<file path="src/rtl/aha_clock_select_ctrl.sv">
// Sequencer for the two-source glitch-free clock switch. Arbitrates HW/SW
// switch requests (HW has priority), drives SELECT, waits for both slice
// acknowledges through synchronizers, settles, then commits CUR_SEL.
// Stalled switches time out and fall back to the committed source.
module aha_clock_select_ctrl #(
  parameter int SYNC_STAGES    = 2,
  parameter int TIMEOUT_CYCLES = 255,
  parameter int SETTLE_CYCLES  = 4
) (
  input  logic CLK,
  input  logic RESETn,
  input  logic HW_REQ_VALID,
  input  logic HW_REQ_SEL,
  output logic HW_REQ_READY,
  input  logic SW_REQ_VALID,
  input  logic SW_REQ_SEL,
  output logic SW_REQ_READY,
  input  logic SRC1_READY,
  input  logic ACK0,
  input  logic ACK1,
  output logic SELECT,
  output logic CUR_SEL,
  output logic BUSY,
  output logic DONE,
  output logic ERR_REFUSED,
  output logic ERR_TIMEOUT
);
  localparam int CW = $clog2(TIMEOUT_CYCLES + 1);
  localparam logic [CW-1:0] TO_LAST  = CW'(TIMEOUT_CYCLES - 1);
  localparam logic [CW-1:0] SET_LAST = CW'(SETTLE_CYCLES - 1);

  typedef enum logic [1:0] {IDLE, WAIT_ACK, SETTLE, RECOVER} state_t;

  state_t          state, state_n;
  logic            tgt, tgt_n;
  logic [CW-1:0]   cnt, cnt_n;
  logic            select_n, cur_sel_n, done_n, err_ref_n, err_to_n;

  logic [SYNC_STAGES-1:0] rdy_ff, a0_ff, a1_ff;
  logic s_rdy, s_a0, s_a1;

  // Synchronizer chains for the asynchronous PLL-lock and slice acks
  always_ff @(posedge CLK) begin
    if (!RESETn) begin
      rdy_ff <= '0;
      a0_ff  <= '0;
      a1_ff  <= '0;
    end else begin
      rdy_ff <= {rdy_ff[SYNC_STAGES-2:0], SRC1_READY};
      a0_ff  <= {a0_ff[SYNC_STAGES-2:0], ACK0};
      a1_ff  <= {a1_ff[SYNC_STAGES-2:0], ACK1};
    end
  end

  assign s_rdy = rdy_ff[SYNC_STAGES-1];
  assign s_a0  = a0_ff[SYNC_STAGES-1];
  assign s_a1  = a1_ff[SYNC_STAGES-1];

  // Both slices agree: requested source on, the other off
  function automatic logic ack_ok(input logic x, input logic a0, input logic a1);
    return x ? (a1 & ~a0) : (a0 & ~a1);
  endfunction

  logic req_any, req_sel;
  assign req_any      = HW_REQ_VALID | SW_REQ_VALID;
  assign req_sel      = HW_REQ_VALID ? HW_REQ_SEL : SW_REQ_SEL;
  assign HW_REQ_READY = (state == IDLE) & HW_REQ_VALID;
  assign SW_REQ_READY = (state == IDLE) & SW_REQ_VALID & ~HW_REQ_VALID;
  assign BUSY         = (state != IDLE);

  // Next-state, counter and response-pulse logic
  always_comb begin
    state_n   = state;
    select_n  = SELECT;
    cur_sel_n = CUR_SEL;
    tgt_n     = tgt;
    cnt_n     = cnt;
    done_n    = 1'b0;
    err_ref_n = 1'b0;
    err_to_n  = 1'b0;
    unique case (state)
      IDLE: begin
        if (req_any) begin
          if (req_sel == CUR_SEL) begin
            done_n = 1'b1;
          end else if (req_sel && !s_rdy) begin
            err_ref_n = 1'b1;
          end else begin
            select_n = req_sel;
            tgt_n    = req_sel;
            cnt_n    = '0;
            state_n  = WAIT_ACK;
          end
        end
      end
      WAIT_ACK: begin
        if (ack_ok(tgt, s_a0, s_a1)) begin
          cnt_n   = '0;
          state_n = SETTLE;
        end else if (cnt == TO_LAST) begin
          err_to_n = 1'b1;
          select_n = CUR_SEL;
          cnt_n    = '0;
          state_n  = RECOVER;
        end else begin
          cnt_n = cnt + CW'(1);
        end
      end
      SETTLE: begin
        if (cnt == SET_LAST) begin
          cur_sel_n = tgt;
          done_n    = 1'b1;
          state_n   = IDLE;
        end else begin
          cnt_n = cnt + CW'(1);
        end
      end
      RECOVER: begin
        if (ack_ok(CUR_SEL, s_a0, s_a1)) begin
          state_n = IDLE;
        end else if (cnt == TO_LAST) begin
          err_to_n = 1'b1;
          cnt_n    = '0;
        end else begin
          cnt_n = cnt + CW'(1);
        end
      end
      default: state_n = IDLE;
    endcase
  end

  // State and registered outputs
  always_ff @(posedge CLK) begin
    if (!RESETn) begin
      state       <= IDLE;
      SELECT      <= 1'b0;
      CUR_SEL     <= 1'b0;
      tgt         <= 1'b0;
      cnt         <= '0;
      DONE        <= 1'b0;
      ERR_REFUSED <= 1'b0;
      ERR_TIMEOUT <= 1'b0;
    end else begin
      state       <= state_n;
      SELECT      <= select_n;
      CUR_SEL     <= cur_sel_n;
      tgt         <= tgt_n;
      cnt         <= cnt_n;
      DONE        <= done_n;
      ERR_REFUSED <= err_ref_n;
      ERR_TIMEOUT <= err_to_n;
    end
  end
endmodule

</file>
<file path="config.mk">
export PLATFORM = sky130hd
export DESIGN_NAME = aha_clock_select_ctrl
export DESIGN_NICKNAME = d
export VERILOG_FILES = /design/src/rtl/aha_clock_select_ctrl.sv
export SDC_FILE = /design/constraint.sdc
export NUM_CORES = 1
export LEC_CHECK = 0
export ABC_AREA = 1
export CAP_MARGIN = 20
export CORE_MARGIN = 1
export CORE_UTILIZATION = 54
export CTS_CLUSTER_DIAMETER = 200
export DETAILED_ROUTE_END_ITERATION = 10
export PLACE_DENSITY_LB_ADDON = 0.15
export SYNTH_ARGS = -nofsm -noshare
export SYNTH_HDL_FRONTEND = slang
export SYNTH_SLANG_ARGS = --single-unit
</file>
<file path="constraint.sdc">
create_clock -name CLK -period 1.6 [get_ports CLK]
set_clock_uncertainty 0.1 [all_clocks]
set_input_delay 0.32 -clock CLK [delete_from_list [all_inputs] [get_ports CLK]]
set_output_delay 0.32 -clock CLK [all_outputs]
set_load 0.05 [all_outputs]
</file>
Word-level counts from Yosys, hierarchy flattened --
Index checks and enable logic that the tools add are counted.
Operators by class: add/subtract/negate cells 1, eq/ne operators 16, muxes and demuxes 34, bitwise operators 14, reduce and logical (&&, ||, !) cells 11
Operators with widths (number):
- $mux 8 | 7
- $pmux 8 s4 | 1
- $ne 2x2->1 const B | 9
- $mux 1 | 15
- $mux 2 | 7
- $reduce_and 6->1 | 2
- $add 8x1->8 const B | 1
- $eq 8x2->1 const B | 1
- $eq 8x8->1 const B | 1
- $not 1->1 | 8
- $pmux 2 s4 | 1
- $pmux 1 s2 | 3
- $and 1x1->1 | 5
- $reduce_and 5->1 | 1
- $eq 2x2->1 const B | 2
- $reduce_and 4->1 | 1
- $reduce_bool 2->1 | 2
- $reduce_or 4->1 | 1
- $ne 3x3->1 const B | 1
- $eq 2x1->1 const B | 1
- $logic_not 2->1 | 1
- $reduce_and 2->1 | 1
- $eq 1x1->1 | 1
- $logic_and 1x1->1 | 1
- 2 further kinds | 2
Storage, ports and cells: bits in registers 22, input port bits 9, output and inout port bits 8

Longest topological paths before layout --
Gate-level depths: netlist of the first run.
depth after elaboration 6, gate-level depth with buffers 11, gate-level depth less buffers 11

Worst setup path after synthesis of the first run --
Ideal clock, no wire load.
path type register to output, start register state[0], end output HW_REQ_READY, arrival 1.410 ns, required time 1.180 ns, slack -0.230 ns, cell stages (with the launch flop) 4, buffers on the path 0, path through dfxtp_1 nor2_4 inv_2 nor2_1
On the way: cells in the longest elaborated chain, start to end 2
RTL lines:
- from (decl) | line 34 | state_t state, state_n;
- from (signal assigned) | line 144 | state <= state_n;
- $logic_not 2->1 | line 67 | assign HW_REQ_READY = (state == IDLE) & HW_REQ_VALID;
- $and 1x1->1 | line 67
- to (decl) | line 14 | output logic HW_REQ_READY,
No other way between the ends.

Final worst setup path of the first run --
start register state[0], end output SW_REQ_READY
On the way: cells in the longest elaborated chain, start to end 3
RTL lines:
- $logic_not 2->1 | line 68 | assign SW_REQ_READY = (state == IDLE) & SW_REQ_VALID & ~HW_REQ_VALID;
- $and 1x1->1 (2 in a row) | line 68
- to (decl) | line 17 | output logic SW_REQ_READY,
No other way between the ends.

==> results of run 1 <==
==> final timing paths <==
path         cells after the start      endpoint     start
min                              2      a1_ff[1]  a1_ff[0]
min reg2reg                      2      a1_ff[1]  a1_ff[0]
max reg2reg                     10      state[1]    cnt[0]
max                              4  SW_REQ_READY  state[0]
==> flip-flops by register name, summed over array words and instances, names as in the netlist <==
signal,count
state,2
cnt,8
ERR_REFUSED,1
a0_ff,2
a1_ff,2
DONE,1
tgt,1
rdy_ff,2
CUR_SEL,1
ERR_TIMEOUT,1
SELECT,1
==> layout by cell type (no fill, tap or decap), drive strengths merged <==
cell,count
bufinv,1
dfxtp,22
clkdlybuf4s50,7
nor3,2
clkbuf,3
a211oi,1
nand3,17
o32ai,1
buf,31
nor4,1
o21bai,1
o211ai,1
xor2,1
nor2,35
nand2,54
o21ai,8
a21oi,7
nand4,5
and2,1
ha,2
xnor2,1
inv,35
dlygate4sd2,1
a31oi,1
==> cell type report <==
class                   instances  area [um^2]  area share
multi-input cells             139          811       0.424
flip-flops and latches         22          460       0.241
repair buffers                 39          419       0.219
inverters                      35          136      0.0712
well taps                      28         35.0      0.0183
clock inverters                 1         30.0      0.0157
clock buffers                   3         22.5      0.0118
==> worst reg2reg max path, delay by kind of cell (launching register included) <==
kind	cells	cell delay, ns
buffers and inverters	2	0.12
adder cells (fa/ha/maj)	1	0.12
AND/OR/NAND/NOR	7	0.84
flip-flops	1	0.38
==> metal layers <==
metal  global-route usage  up-vias
met2                0.527      110
met3               0.0515       30
met1                0.343      697
met5                    0        -
met4                0.190        0
li1                     -      703
==> kinds of logic (layout without fill, tap and decap cells) <==
kind of cell	count (synthesis)	after routing
xor gates and xnor gates	2	2
AOI/OAI and AO/OA	20	20
and+or+nand+nor	115	115
adders and majority gates	2	2
DFF	22	22
buffers and inverters	38	78
==> where the power goes <==
group          total (uW)  switching [uW]  internal (uW)
Combinational        1320             776            544
Sequential            723            84.3            639
Clock                 436             182            254
Total                2480            1040           1440
==> repair_timing <==
item,CTS,global route
buffers inserted,3,5
pin swaps,2,12
endpoints found under the setup margin,10,13
resized for setup,9,38
==> stage by stage <==
stage               setup slack, ns  hold WS (ns)  area [um^2]
global route                -0.0836         0.352         1910
finish                      -0.0386         0.334         1910
detailed placement           -0.350         0.313         1650
CTS                         -0.0239         0.337         1750
global placement             -0.289         0.300         1650
floorplan                  -0.00478         0.290         1290
==> results.sh, run 1 <==
export IMPL_status="complete, but fails checks"
export IMPL_violations="setup timing"
export IMPL_start_kind="flop"
export IMPL_slew_viol_final=0
export IMPL_met1Wirelength_mm=1.53
export IMPL_cpLargestDelayFamily="flip-flops"
export IMPL_antenna_found_initial=0
export IMPL_cts_sinks=22
export IMPL_cpPeakStageDelay_ns=0.38
export IMPL_cp_num_buf_inv=2
export IMPL_holdCritPathClass="reg -> reg"
export IMPL_synthSimpleGateAreaFrac=0.416
export IMPL_clkLatencyLatePin_ns=0.33
export IMPL_route_antenna_remaining_nets=0
export IMPL_final_setup_tns_ns=-0.0983
export IMPL_syn_area_per_cell_um2=6.44
export IMPL_grt_max_degree=14
export IMPL_slew_headroom=0.783
export IMPL_final_nets=251
export IMPL_synthDistinctLibCells=28
export IMPL_muxShareOfSynthArea=0
export IMPL_fillCellCount=126
export IMPL_synth_top_area_frac=0.344
export IMPL_vias=1540
export IMPL_synth_top_area_cell="dfxtp_1"
export IMPL_portBuffers=16
export IMPL_grt_pass1_vias=1381
export IMPL_worstMarginPinSlew_ns=0.325
export IMPL_yosys_area_share_adder=0.0195
export IMPL_path_class="reg -> out"
export IMPL_cts_htree_levels=1
export IMPL_grt_setup_unrepaired="yes"
export IMPL_syn_cell_area_um2=1280
export IMPL_numCtsBuffers=3
export IMPL_core_um2=2230
export IMPL_period_share=1.02
export IMPL_layout_area_overhead_vs_synth_pct=49.4
export IMPL_synth_top_family_by_area="simple AND/OR/NAND/NOR gates"
export IMPL_wl_per_cell_um=15.7
export IMPL_crit_top_cell="nor2_4"
export IMPL_cap_violations=0
export IMPL_total_power_uw=2480
export IMPL_drt_iter0_drc=118
export IMPL_power_density_nw_per_um2=1300
export IMPL_ys_top_cells_by_count="48 x nand2_1, 30 x inv_1, 27 x nor2_1, 22 x dfxtp_1, 15 x nand3_1"
export IMPL_clockBufferDepth=2
export IMPL_cpMaxStageDelayCell="dfxtp_4"
export IMPL_max_vdd_ir_drop_mv=1.25
export IMPL_min_period_ns=1.64
export IMPL_grt_usage=0.304
export IMPL_clk_pin_slew_ns=0.13
export IMPL_cp_cell_sequence="nor2_4 -> inv_4 -> nor2_4 -> buf_12"
export IMPL_setup_viol=3
export IMPL_antenna_cells=0
export IMPL_gp_congestion=0.935
export IMPL_drive_gt1_frac=0.356
export IMPL_fp_row_count=17
export IMPL_root_buffer="clkbuf_4"
export IMPL_final_cell_count_no_fill=267
export IMPL_grt_pass1_wl_mm=5.78
export IMPL_regToRegSetupSlack_ns=-0.03
export IMPL_post_place_cells=255
export IMPL_utilization=0.857
export IMPL_synth_flop_cell="dfxtp_1"
export IMPL_yosysMostFrequentCell="nand2_1"
export IMPL_synth_edf_count=0
export IMPL_synth_warnings=0
export IMPL_cp_required_ns=1.18
export IMPL_wl_met3_um=356
export IMPL_synthCells=199
export IMPL_synthXorXnorAreaFrac=0.0137
export IMPL_cp_end_kind="primary output"
export IMPL_dr_pass1_iters=5
export IMPL_grt_overflow=0
export IMPL_synth_async_sr_flop_share=0
export IMPL_drc=0
export IMPL_hold_viol=0
export IMPL_die_y_um=50.7
export IMPL_fmax_ghz=0.610
export IMPL_dp_hpwl_mm=2.51
export IMPL_p_leak_uw=0.000890
export IMPL_synth_net_count=210
export IMPL_synth_seq_cells=22
export IMPL_cts_tree="built"
export IMPL_ctsHoldBuffers=0
export IMPL_dieArea_um2=2570
export IMPL_initial_utilization=0.574
export IMPL_wl_met2_mm=2.11
export IMPL_critPathArrivalTime_ns=1.22
export IMPL_ys_seq_area_frac=0.344
export IMPL_viasPerCell=5.77
export IMPL_path_max_fanout=4
export IMPL_die_x_um=50.7
export IMPL_fin_ws_ns=-0.0386
export IMPL_wl_mm=4.20
export IMPL_highest_layer="met4"
export IMPL_synth_compound_area_frac=0.0879
export IMPL_ios=17
export IMPL_synthTopCellsByArea="dfxtp_1 34%, nand2_1 14%, inv_1 8.8%"
Note: power is estimated with default switching activity, not from simulation.
==> run 2: changes to the inputs <==
Settings changed: PLACE_DENSITY from default to 0.9, PLACE_DENSITY_LB_ADDON 0.15 to default.
==> results.sh, run 2 (synthesis gave the netlist of run 1 again) <==
export IMPL_dieArea_um2=2570
export IMPL_mostFrequentLayoutCells="46 x nand2_1, 30 x inv_1, 21 x nor2_1, 20 x buf_4, 14 x dfxtp_1"
export IMPL_hold_path_depth=2
export IMPL_p_comb_frac=0.513
export IMPL_grt_usage=0.291
export IMPL_die_y_um=50.7
export IMPL_max_flop_register="cnt"
export IMPL_dp_hpwl_mm=2.55
export IMPL_fin_ws_ns=-0.0446
export IMPL_crit_cells=11
export IMPL_internal_power_uw=1380
export IMPL_path_max_fanout=4
export IMPL_cpLargestDelayFamily="simple AND/OR/NAND/NOR gates"
export IMPL_path_class="reg -> reg"
export IMPL_drc=0
export IMPL_worstMarginPinSlew_ns=0.308
export IMPL_cp_cell_sequence="inv_1 -> ha_1 -> inv_1 -> nor2_2 -> and2_4 -> nor2_1 -> nor2_2 -> nand2_1 -> nand2_1 -> nand2_1 -> nor2_2"
export IMPL_rr_worst_depth=11
export IMPL_antenna_cells=0
export IMPL_p_leak_uw=0.000871
export IMPL_cts_tree="built"
export IMPL_holdCritPathClass="reg -> reg"
export IMPL_grt_pass1_vias=1358
export IMPL_grt_pass1_wl_mm=5.68
export IMPL_viasPerCell=5.73
export IMPL_min_period_ns=1.64
export IMPL_grt_max_degree=14
export IMPL_slew_headroom=0.794
export IMPL_final_area_um2=1840
export IMPL_placed_cell_area_um2=1650
export IMPL_layout_commonest_cell="nand2_1"
export IMPL_critPathArrivalTime_ns=1.80
export IMPL_met1Wirelength_mm=1.50
export IMPL_final_setup_tns_ns=-0.108
export IMPL_wl_met3_um=387
export IMPL_gp_congestion=0.942
export IMPL_vias=1518
export IMPL_cts_htree_levels=1
export IMPL_fp_row_count=17
export IMPL_netSwitchingFraction=0.414
export IMPL_die_x_um=50.7
export IMPL_max_vdd_ir_drop_mv=0.864
export IMPL_violations="setup timing"
export IMPL_portBuffers=16
export IMPL_highest_layer="met4"
export IMPL_ctsHoldBuffers=0
export IMPL_power_share_clock=0.181
export IMPL_cpPeakStageDelay_ns=0.38
export IMPL_clkLatencyLatePin_ns=0.31
export IMPL_drive_gt1_frac=0.333
export IMPL_setup_viol=3
export IMPL_grt_overflow=0
export IMPL_largest_reg_flops=8
export IMPL_fmax_ghz=0.608
export IMPL_dr_pass1_iters=5
export IMPL_cp_required_ns=1.76
export IMPL_grt_setup_unrepaired="yes"
export IMPL_status="complete, but fails checks"
export IMPL_route_antenna_remaining_nets=0
export IMPL_wl_met2_mm=1.94
export IMPL_slew_viol_final=0
export IMPL_drt_iter0_drc=64
export IMPL_seqPwrFrac=0.305
export IMPL_ios=17
export IMPL_initial_utilization=0.574
export IMPL_numCtsBuffers=3
export IMPL_hold_viol=0
export IMPL_regToRegSetupSlack_ns=-0.04
export IMPL_cp_end_kind="flop"
export IMPL_cpMaxStageDelayCell="dfxtp_4"
export IMPL_switchingPower_uw=976
export IMPL_antenna_found_initial=0
export IMPL_period_share=1.03
export IMPL_clk_pin_slew_ns=0.13
export IMPL_final_nets=249
export IMPL_start_kind="flop"
export IMPL_cp_num_buf_inv=2
export IMPL_power_density_nw_per_um2=1280
export IMPL_wl_mm=4.05
export IMPL_layout_area_overhead_vs_synth_pct=43.9
export IMPL_wl_per_cell_um=15.3
export IMPL_clockBufferDepth=2
export IMPL_cts_sinks=22
export IMPL_core_um2=2230
export IMPL_cap_violations=0
export IMPL_root_buffer="clkbuf_4"
[run 2: power by group through the flow]
stage | clock network [uW] | logic, uW | registers [uW]
3_3_place_gp | 0 | 958 | 717
3_5_place_dp | 0 | 987 | 720
6_report | 427 | 1210 | 719
5_1_grt | 457 | 1280 | 730
4_1_cts | 437 | 1070 | 708
2_1_floorplan | 0 | 588 | 733
[run 2: per-stage QoR]
| step | hold WS [ns] | setup slack [ns] | util | power (uW) | cells |
|---|---|---|---|---|---|
| 4_1_cts | 0.325 | -0.0145 | 0.783 | 2210 | 261 |
| 6_report | 0.324 | -0.0446 | 0.826 | 2360 | 265 |
| 3_5_place_dp | 0.300 | -0.420 | 0.741 | 1710 | 255 |
| 3_3_place_gp | 0.293 | -0.260 | 0.741 | 1670 | 255 |
| 5_1_grt | 0.341 | -0.0991 | 0.826 | 2470 | 265 |
| 2_1_floorplan | 0.290 | -0.00478 | - | 1320 | 199 |
[run 2: tightest hold or removal path, stage by stage (launching register included)]
cell and delay, ns:
dfxtp_1 0.32, nand2_1 0.05, inv_1 0.03
[run 2: worst paths after layout]
path	from	to
worst max-delay path	cnt[0]	state[1]
worst min-delay path	a0_ff[0]	a0_ff[1]
worst min register to register	a0_ff[0]	a0_ff[1]
worst max register to register	cnt[0]	state[1]
[run 2: layout make-up]
cell class                      count  area [um^2]
Clock inverter                      1         30.0
Inverter                           35          136
Timing Repair Buffer               37          400
Tap cell                           28         35.0
Fill cell                         123          389
Clock buffer                        3         22.5
Multi-Input combinational cell    139          759
Sequential cell                    22          460
[run 2: timing repair]
action / in CTS / in global routing
endpoints found under the setup margin: 7 / 14
gates resized for setup: 12 / 25
setup buffers: 2 / 4
hold endpoints to repair: 0 / 0
pin swaps: 2 / 9
[run 2: layer usage]
layer	vias up	global-route usage
met3	32	0.0273
met1	676	0.354
met5	-	0
met2	117	0.516
met4	0	0.125
li1	693	-
